File: src/rtl/som_sweep_ctrl.sv
// Stimulus sweeper and truth-table checker for the F = A(CD+B)+BC' decoder stage.
// Optional macro SOM_SWEEP_FIRST_FAIL_EN adds the first_fail output {phase, valid, vec}.
module som_sweep_ctrl #(
  parameter int          HOLD       = 2,
  parameter logic [15:0] GOLDEN_EN  = 16'hF830,
  parameter logic [15:0] GOLDEN_DIS = 16'h0000
) (
  input  logic        clk,
  input  logic        rst,
  input  logic        start,
  input  logic        f_in,
  output logic        a_out,
  output logic        b_out,
  output logic        c_out,
  output logic        d_out,
  output logic        en_out,
  output logic        busy,
  output logic        done,
  output logic        pass,
  output logic [5:0]  mismatch_cnt,
  output logic [15:0] f_map_dis,
  output logic [15:0] f_map_en
`ifdef SOM_SWEEP_FIRST_FAIL_EN
  ,
  output logic [5:0]  first_fail
`endif
);

  localparam logic [1:0] IDLE      = 2'd0;
  localparam logic [1:0] SWEEP_DIS = 2'd1;
  localparam logic [1:0] SWEEP_EN  = 2'd2;
  localparam logic [1:0] DONE      = 2'd3;

  localparam logic [3:0] HOLD_LAST = 4'(HOLD - 1);

  logic [1:0]  state_q, state_d;
  logic [3:0]  vec_q, vec_d;
  logic [3:0]  hold_q, hold_d;
  logic        en_q, en_d;
  logic        busy_q, busy_d;
  logic        done_q, done_d;
  logic        pass_q, pass_d;
  logic [5:0]  cnt_q, cnt_d;
  logic [15:0] map_dis_q, map_dis_d;
  logic [15:0] map_en_q, map_en_d;
  logic [5:0]  ff_q, ff_d;
  logic        golden_bit;

  always_comb begin
    state_d    = state_q;
    vec_d      = vec_q;
    hold_d     = hold_q;
    en_d       = en_q;
    busy_d     = busy_q;
    done_d     = 1'b0;
    pass_d     = pass_q;
    cnt_d      = cnt_q;
    map_dis_d  = map_dis_q;
    map_en_d   = map_en_q;
    ff_d       = ff_q;
    golden_bit = 1'b0;

    case (state_q)
      IDLE: begin
        if (start) begin
          state_d   = SWEEP_DIS;
          vec_d     = 4'd0;
          hold_d    = 4'd0;
          en_d      = 1'b0;
          busy_d    = 1'b1;
          pass_d    = 1'b0;
          cnt_d     = 6'd0;
          map_dis_d = 16'h0000;
          map_en_d  = 16'h0000;
          ff_d      = 6'd0;
        end
      end
      SWEEP_DIS, SWEEP_EN: begin
        if (hold_q == HOLD_LAST) begin
          hold_d = 4'd0;
          vec_d  = vec_q + 4'd1;
          if (state_q == SWEEP_EN) begin
            golden_bit      = GOLDEN_EN[vec_q];
            map_en_d[vec_q] = f_in;
          end else begin
            golden_bit       = GOLDEN_DIS[vec_q];
            map_dis_d[vec_q] = f_in;
          end
          if (f_in != golden_bit) begin
            if (cnt_q != 6'd32) cnt_d = cnt_q + 6'd1;
            if (!ff_q[4]) ff_d = {en_q, 1'b1, vec_q};
          end
          // Pass is taken from the count including this final sample so it lines up with done.
          if (vec_q == 4'd15) begin
            if (state_q == SWEEP_DIS) begin
              state_d = SWEEP_EN;
              en_d    = 1'b1;
            end else begin
              state_d = DONE;
              en_d    = 1'b0;
              busy_d  = 1'b0;
              done_d  = 1'b1;
              pass_d  = (cnt_d == 6'd0);
            end
          end
        end else begin
          hold_d = hold_q + 4'd1;
        end
      end
      default: begin
        state_d = IDLE;
      end
    endcase
  end

  always_ff @(posedge clk) begin
    if (rst) begin
      state_q   <= IDLE;
      vec_q     <= 4'd0;
      hold_q    <= 4'd0;
      en_q      <= 1'b0;
      busy_q    <= 1'b0;
      done_q    <= 1'b0;
      pass_q    <= 1'b0;
      cnt_q     <= 6'd0;
      map_dis_q <= 16'h0000;
      map_en_q  <= 16'h0000;
      ff_q      <= 6'd0;
    end else begin
      state_q   <= state_d;
      vec_q     <= vec_d;
      hold_q    <= hold_d;
      en_q      <= en_d;
      busy_q    <= busy_d;
      done_q    <= done_d;
      pass_q    <= pass_d;
      cnt_q     <= cnt_d;
      map_dis_q <= map_dis_d;
      map_en_q  <= map_en_d;
      ff_q      <= ff_d;
    end
  end

  assign {a_out, b_out, c_out, d_out} = vec_q;
  assign en_out       = en_q;
  assign busy         = busy_q;
  assign done         = done_q;
  assign pass         = pass_q;
  assign mismatch_cnt = cnt_q;
  assign f_map_dis    = map_dis_q;
  assign f_map_en     = map_en_q;

`ifdef SOM_SWEEP_FIRST_FAIL_EN
  assign first_fail = ff_q;
`else
  logic unused_ff;
  assign unused_ff = ^ff_q;
`endif

endmodule

File: config.mk
export PLATFORM = sky130hd
export DESIGN_NAME = som_sweep_ctrl
export DESIGN_NICKNAME = d
export VERILOG_FILES = /design/src/rtl/som_sweep_ctrl.sv
export SDC_FILE = /design/constraint.sdc
export NUM_CORES = 1
export LEC_CHECK = 0
export BUFFER_PORTS_ARGS = -buffer_cell sky130_fd_sc_hd__clkbuf_2
export CAP_MARGIN = 20
export CORE_ASPECT_RATIO = 0.8
export CORE_UTILIZATION = 50
export DETAILED_ROUTE_END_ITERATION = 8
export PLACE_DENSITY = 0.75
export SYNTH_ARGS = -nofsm -noshare
export SYNTH_HDL_FRONTEND = slang
export SYNTH_SLANG_ARGS = --single-unit
File: constraint.sdc
create_clock -name clk -period 2.35 [get_ports clk]
set_clock_uncertainty 0.2 [all_clocks]
set_input_delay 0.47 -clock clk [delete_from_list [all_inputs] [get_ports clk]]
set_output_delay 0.47 -clock clk [all_outputs]
set_load 0.005 [all_outputs]
==> impl_metrics.ini <==
[floorplanning]
dieArea_um2 = 5677
design.portCount = 50
floorplan.rows = 23
placeableCoreArea_um2 = 5094
dieHeight_um = 67.59
die_w_um = 83.99
initial_utilization_pct = 52.79

[synth]
synthMuxAreaShare_pct = 0.3723
synth_edf_count = 0
largest_family_of_logic_cells_by_synthesized_area = compound AO/OA/AOI/OAI gates
synth_area_um2 = 2689
yosys_register_bits = 53
seq_area_frac_synth_pct = 39.46
netlist_instances = 336
synth.lib_cells_used.distinct = 47
synth_xor_xnor_area_share_pct = 1.954
syn-num-nets = 353
synthSimpleGateAreaFrac_pct = 21.59
synth_compound_gate_area_share_pct = 25.08
synth-adder-area-share_pct = 6.049
yosys_synthesis_warning_count = 0
postSynthAreaPerCell_um2 = 8.002
dominantRegCellSynth = dfxtp_1
async_set_or_reset_flop_fraction_in_the_synthesized_netlist_pct = 0

[layout]
areaGrowthSynthToFinish_pct = 17.03
mostFrequentLayoutCell = dfxtp_1
drive_gt1_share_pct = 22.25
most_used_cells_in_the_layout_excluding_fill_and_tap_cells = dfxtp_1 (52), clkbuf_2 (49), a21oi_1 (38), o21ai_0 (35), nand2_1 (35)
postLayoutCoreUtil_pct = 61.78
nets = 398
antenna_cells_inserted = 0

[worst_setup_path]
timing.critical_path.required_ns = 2.40
critical_path.top_delay_family = simple AND/OR/NAND/NOR gates
startpoint_type = register
crit_arrival_ns = 2.35
endpoint_kind = register
timing_worst_setup_path_type = register to register
critPathSlowestCell = or3b_4
worstPathMaxFanout = 5
crit_path_max_incr_delay_ns = 0.43
path_buf_inv = 0
critical_path.cell_chain = ha_1, or3b_4, a21o_1, or3_1, a21oi_1, o32a_1

[global_routing]
globalRoute.totalOverflow = 0
grt_first_pass_wirelength_um = 11360
grt_start_max_net_pins = 21
via_count_of_the_first_global_routing_pass = 2374
grt_use_total_pct = 25.20
antenna_violations_before_repair = 0

[run]
cap_viol_max_count = 0

[timing]
finalWorstPathRequiredPeriod_ns = 2.294
tightestPinTransition_ns = 0.5883
report.final.slew_viol_count = 0
max_clock_freq_ghz = 0.4358
setup_violations = 0
timing.max_slew.rel_slack_pct = 60.70
layout_worst_path_cycle_share_pct = 97.63
finalHoldViolations = 0

[placement]
port-buffer-count = 49
detailed_place_hpwl_um = 4834
finalWeightedCongestion = 0.8535

[drt]
route.final.wire_length_um = 6873
postRouteAntennaNets = 0
wire_per_inst_um = 15.48
drcViolationCount = 8
drtIter0Drc = 209
num_vias = 2637
drt-vias-per-instance = 5.939
detailed_routing_iteration_count_for_the_pre_antenna_repair_pass = 6

[pwr]
vdd_drop_max_uv = 507.5
p_leak_nw = 1.245
design_power_total_w = 0.002733
power.density_nw_per_um2 = 868.5

[cts]
htree_levels = 2
cts.path.max_buffers = 2
cts_num_sinks = 53
postCtsHoldBufs = 0
numCtsBuffers = 5
worst_skew_pair.late_latency_ns = 0.30
clock_root_cell = clkbuf_8
clock_tree_from_tritoncts = built
clkSlewWorstSetupHoldPaths_ns = 0.10

[status]
failing_checks = design-rule violations
status = finished with violations

[min_path]
hold_class = register to register
[metal layers]
layer / up-vias / GRT usage [%] / share of wire [%]
met2: 93 / 40.57 / 44
met4: 0 / 6.250 / 1.2
met3: 10 / 5.501 / 6.5
li1: 1289 / - / -
met1: 1245 / 34.68 / 48
met5: - / 0 / 0
[Yosys cell counts, types with 2 or more instances]
| cell type | number | share of area (%) |
|---|---|---|
| dfxtp_1 | 53 | 39 |
| nor2b_1 | 4 | 0.93 |
| a21boi_0 | 12 | 3.4 |
| and2_1 | 4 | 0.93 |
| nand3_1 | 27 | 5.0 |
| o211ai_1 | 2 | 0.56 |
| or4b_1 | 2 | 0.74 |
| a21o_1 | 3 | 0.84 |
| inv_1 | 10 | 1.4 |
| ha_1 | 13 | 6.0 |
| a32oi_1 | 4 | 1.3 |
| clkbuf_1 | 24 | 3.4 |
| and3_1 | 5 | 1.2 |
| xnor2_1 | 3 | 0.98 |
| a31oi_1 | 2 | 0.47 |
| nand3b_1 | 2 | 0.56 |
| a211oi_1 | 2 | 0.56 |
| nand2_1 | 35 | 4.9 |
| a22oi_1 | 5 | 1.4 |
| nor3_1 | 2 | 0.37 |
| nand4_1 | 4 | 0.93 |
| o21ai_0 | 35 | 6.5 |
| xor2_1 | 3 | 0.98 |
| a41oi_1 | 2 | 0.65 |
| a21oi_1 | 38 | 7.1 |
| nor2_1 | 18 | 2.5 |
| or3_1 | 2 | 0.47 |
[path summary, 6_finish.rpt]
| path | from | endpoint | slack, ns | cells past startpoint |
|---|---|---|---|---|
| min | f_map_dis[3]$_SDFFE_PP0P_ | f_map_dis[3]$_SDFFE_PP0P_ | 0.28 | 2 |
| min reg2reg | f_map_dis[3]$_SDFFE_PP0P_ | f_map_dis[3]$_SDFFE_PP0P_ | 0.28 | 2 |
| max reg2reg | hold_q[0]$_SDFFE_PP0P_ | register | 0.06 | 6 |
| max | hold_q[0]$_SDFFE_PP0P_ | register | 0.06 | 6 |
[per-stage QoR]
step           area (um^2)  instances  setup TNS, ns  setup slack [ns]  hold WS [ns]
5_1_grt               3147        444      -0.002534         -0.002534        0.3010
4_1_cts               3120        444              0           0.05341        0.2837
2_1_floorplan         2689        336              0           0.04134        0.2660
3_3_place_gp          3022        436              0           0.08725        0.2621
6_report              3147        444              0           0.05562        0.2815
3_5_place_dp          3022        436              0           0.03368        0.2697
[power breakdown]
part | leakage, nW | switching, W | internal (W)
registers | 0.428 | 0.0000426 | 0.000950
logic | 0.766 | 0.000757 | 0.000442
clock network | 0.0512 | 0.000302 | 0.000239
total | 1.24 | 0.00110 | 0.00163
[worst reg2reg max path: stages (launching register included)]
cell and delay [ns]:
dfxtp_1 0.40, ha_1 0.23, or3b_4 0.43, a21o_1 0.24, or3_1 0.35, a21oi_1 0.21, o32a_1 0.19
[final cells by class]
type,instances,area [um^2]
clock buffer,6,82.58
clock inverter,2,13.76
fill,462,1947
inverter,10,37.54
multi-input combinational,246,1504
sequential,53,1062
tap,62,77.57
timing repair buffer,65,369.1
[logic make-up (layout without fill, tap and decap cells)]
kind of cell | Yosys count | count (layout)
adder cells (fa/ha/maj) | 13 | 13
flip-flops | 53 | 53
multiplexers | 1 | 1
AO/OA/AOI/OAI | 112 | 112
buffers and inverters | 37 | 83
AND/OR/NAND/NOR | 114 | 114
XOR/XNOR | 6 | 6
[registers in the layout (all words and copies together) (netlist names), named ones only]
| name | flops |
|---|---|
| hold_q | 4 |
| f_map_dis | 16 |
| state_q | 2 |
| done | 1 |
| busy | 1 |
| en_out | 1 |
| mismatch_cnt | 6 |
| f_map_en | 16 |
| vec_q | 4 |
| pass | 1 |
[timing repair]
action,in CTS,in global routing
resized for setup,1,8
setup buffers,0,0
endpoints found under the setup margin,1,33
endpoints found under the hold margin,0,0
Note: power is estimated with default switching activity, not from simulation.
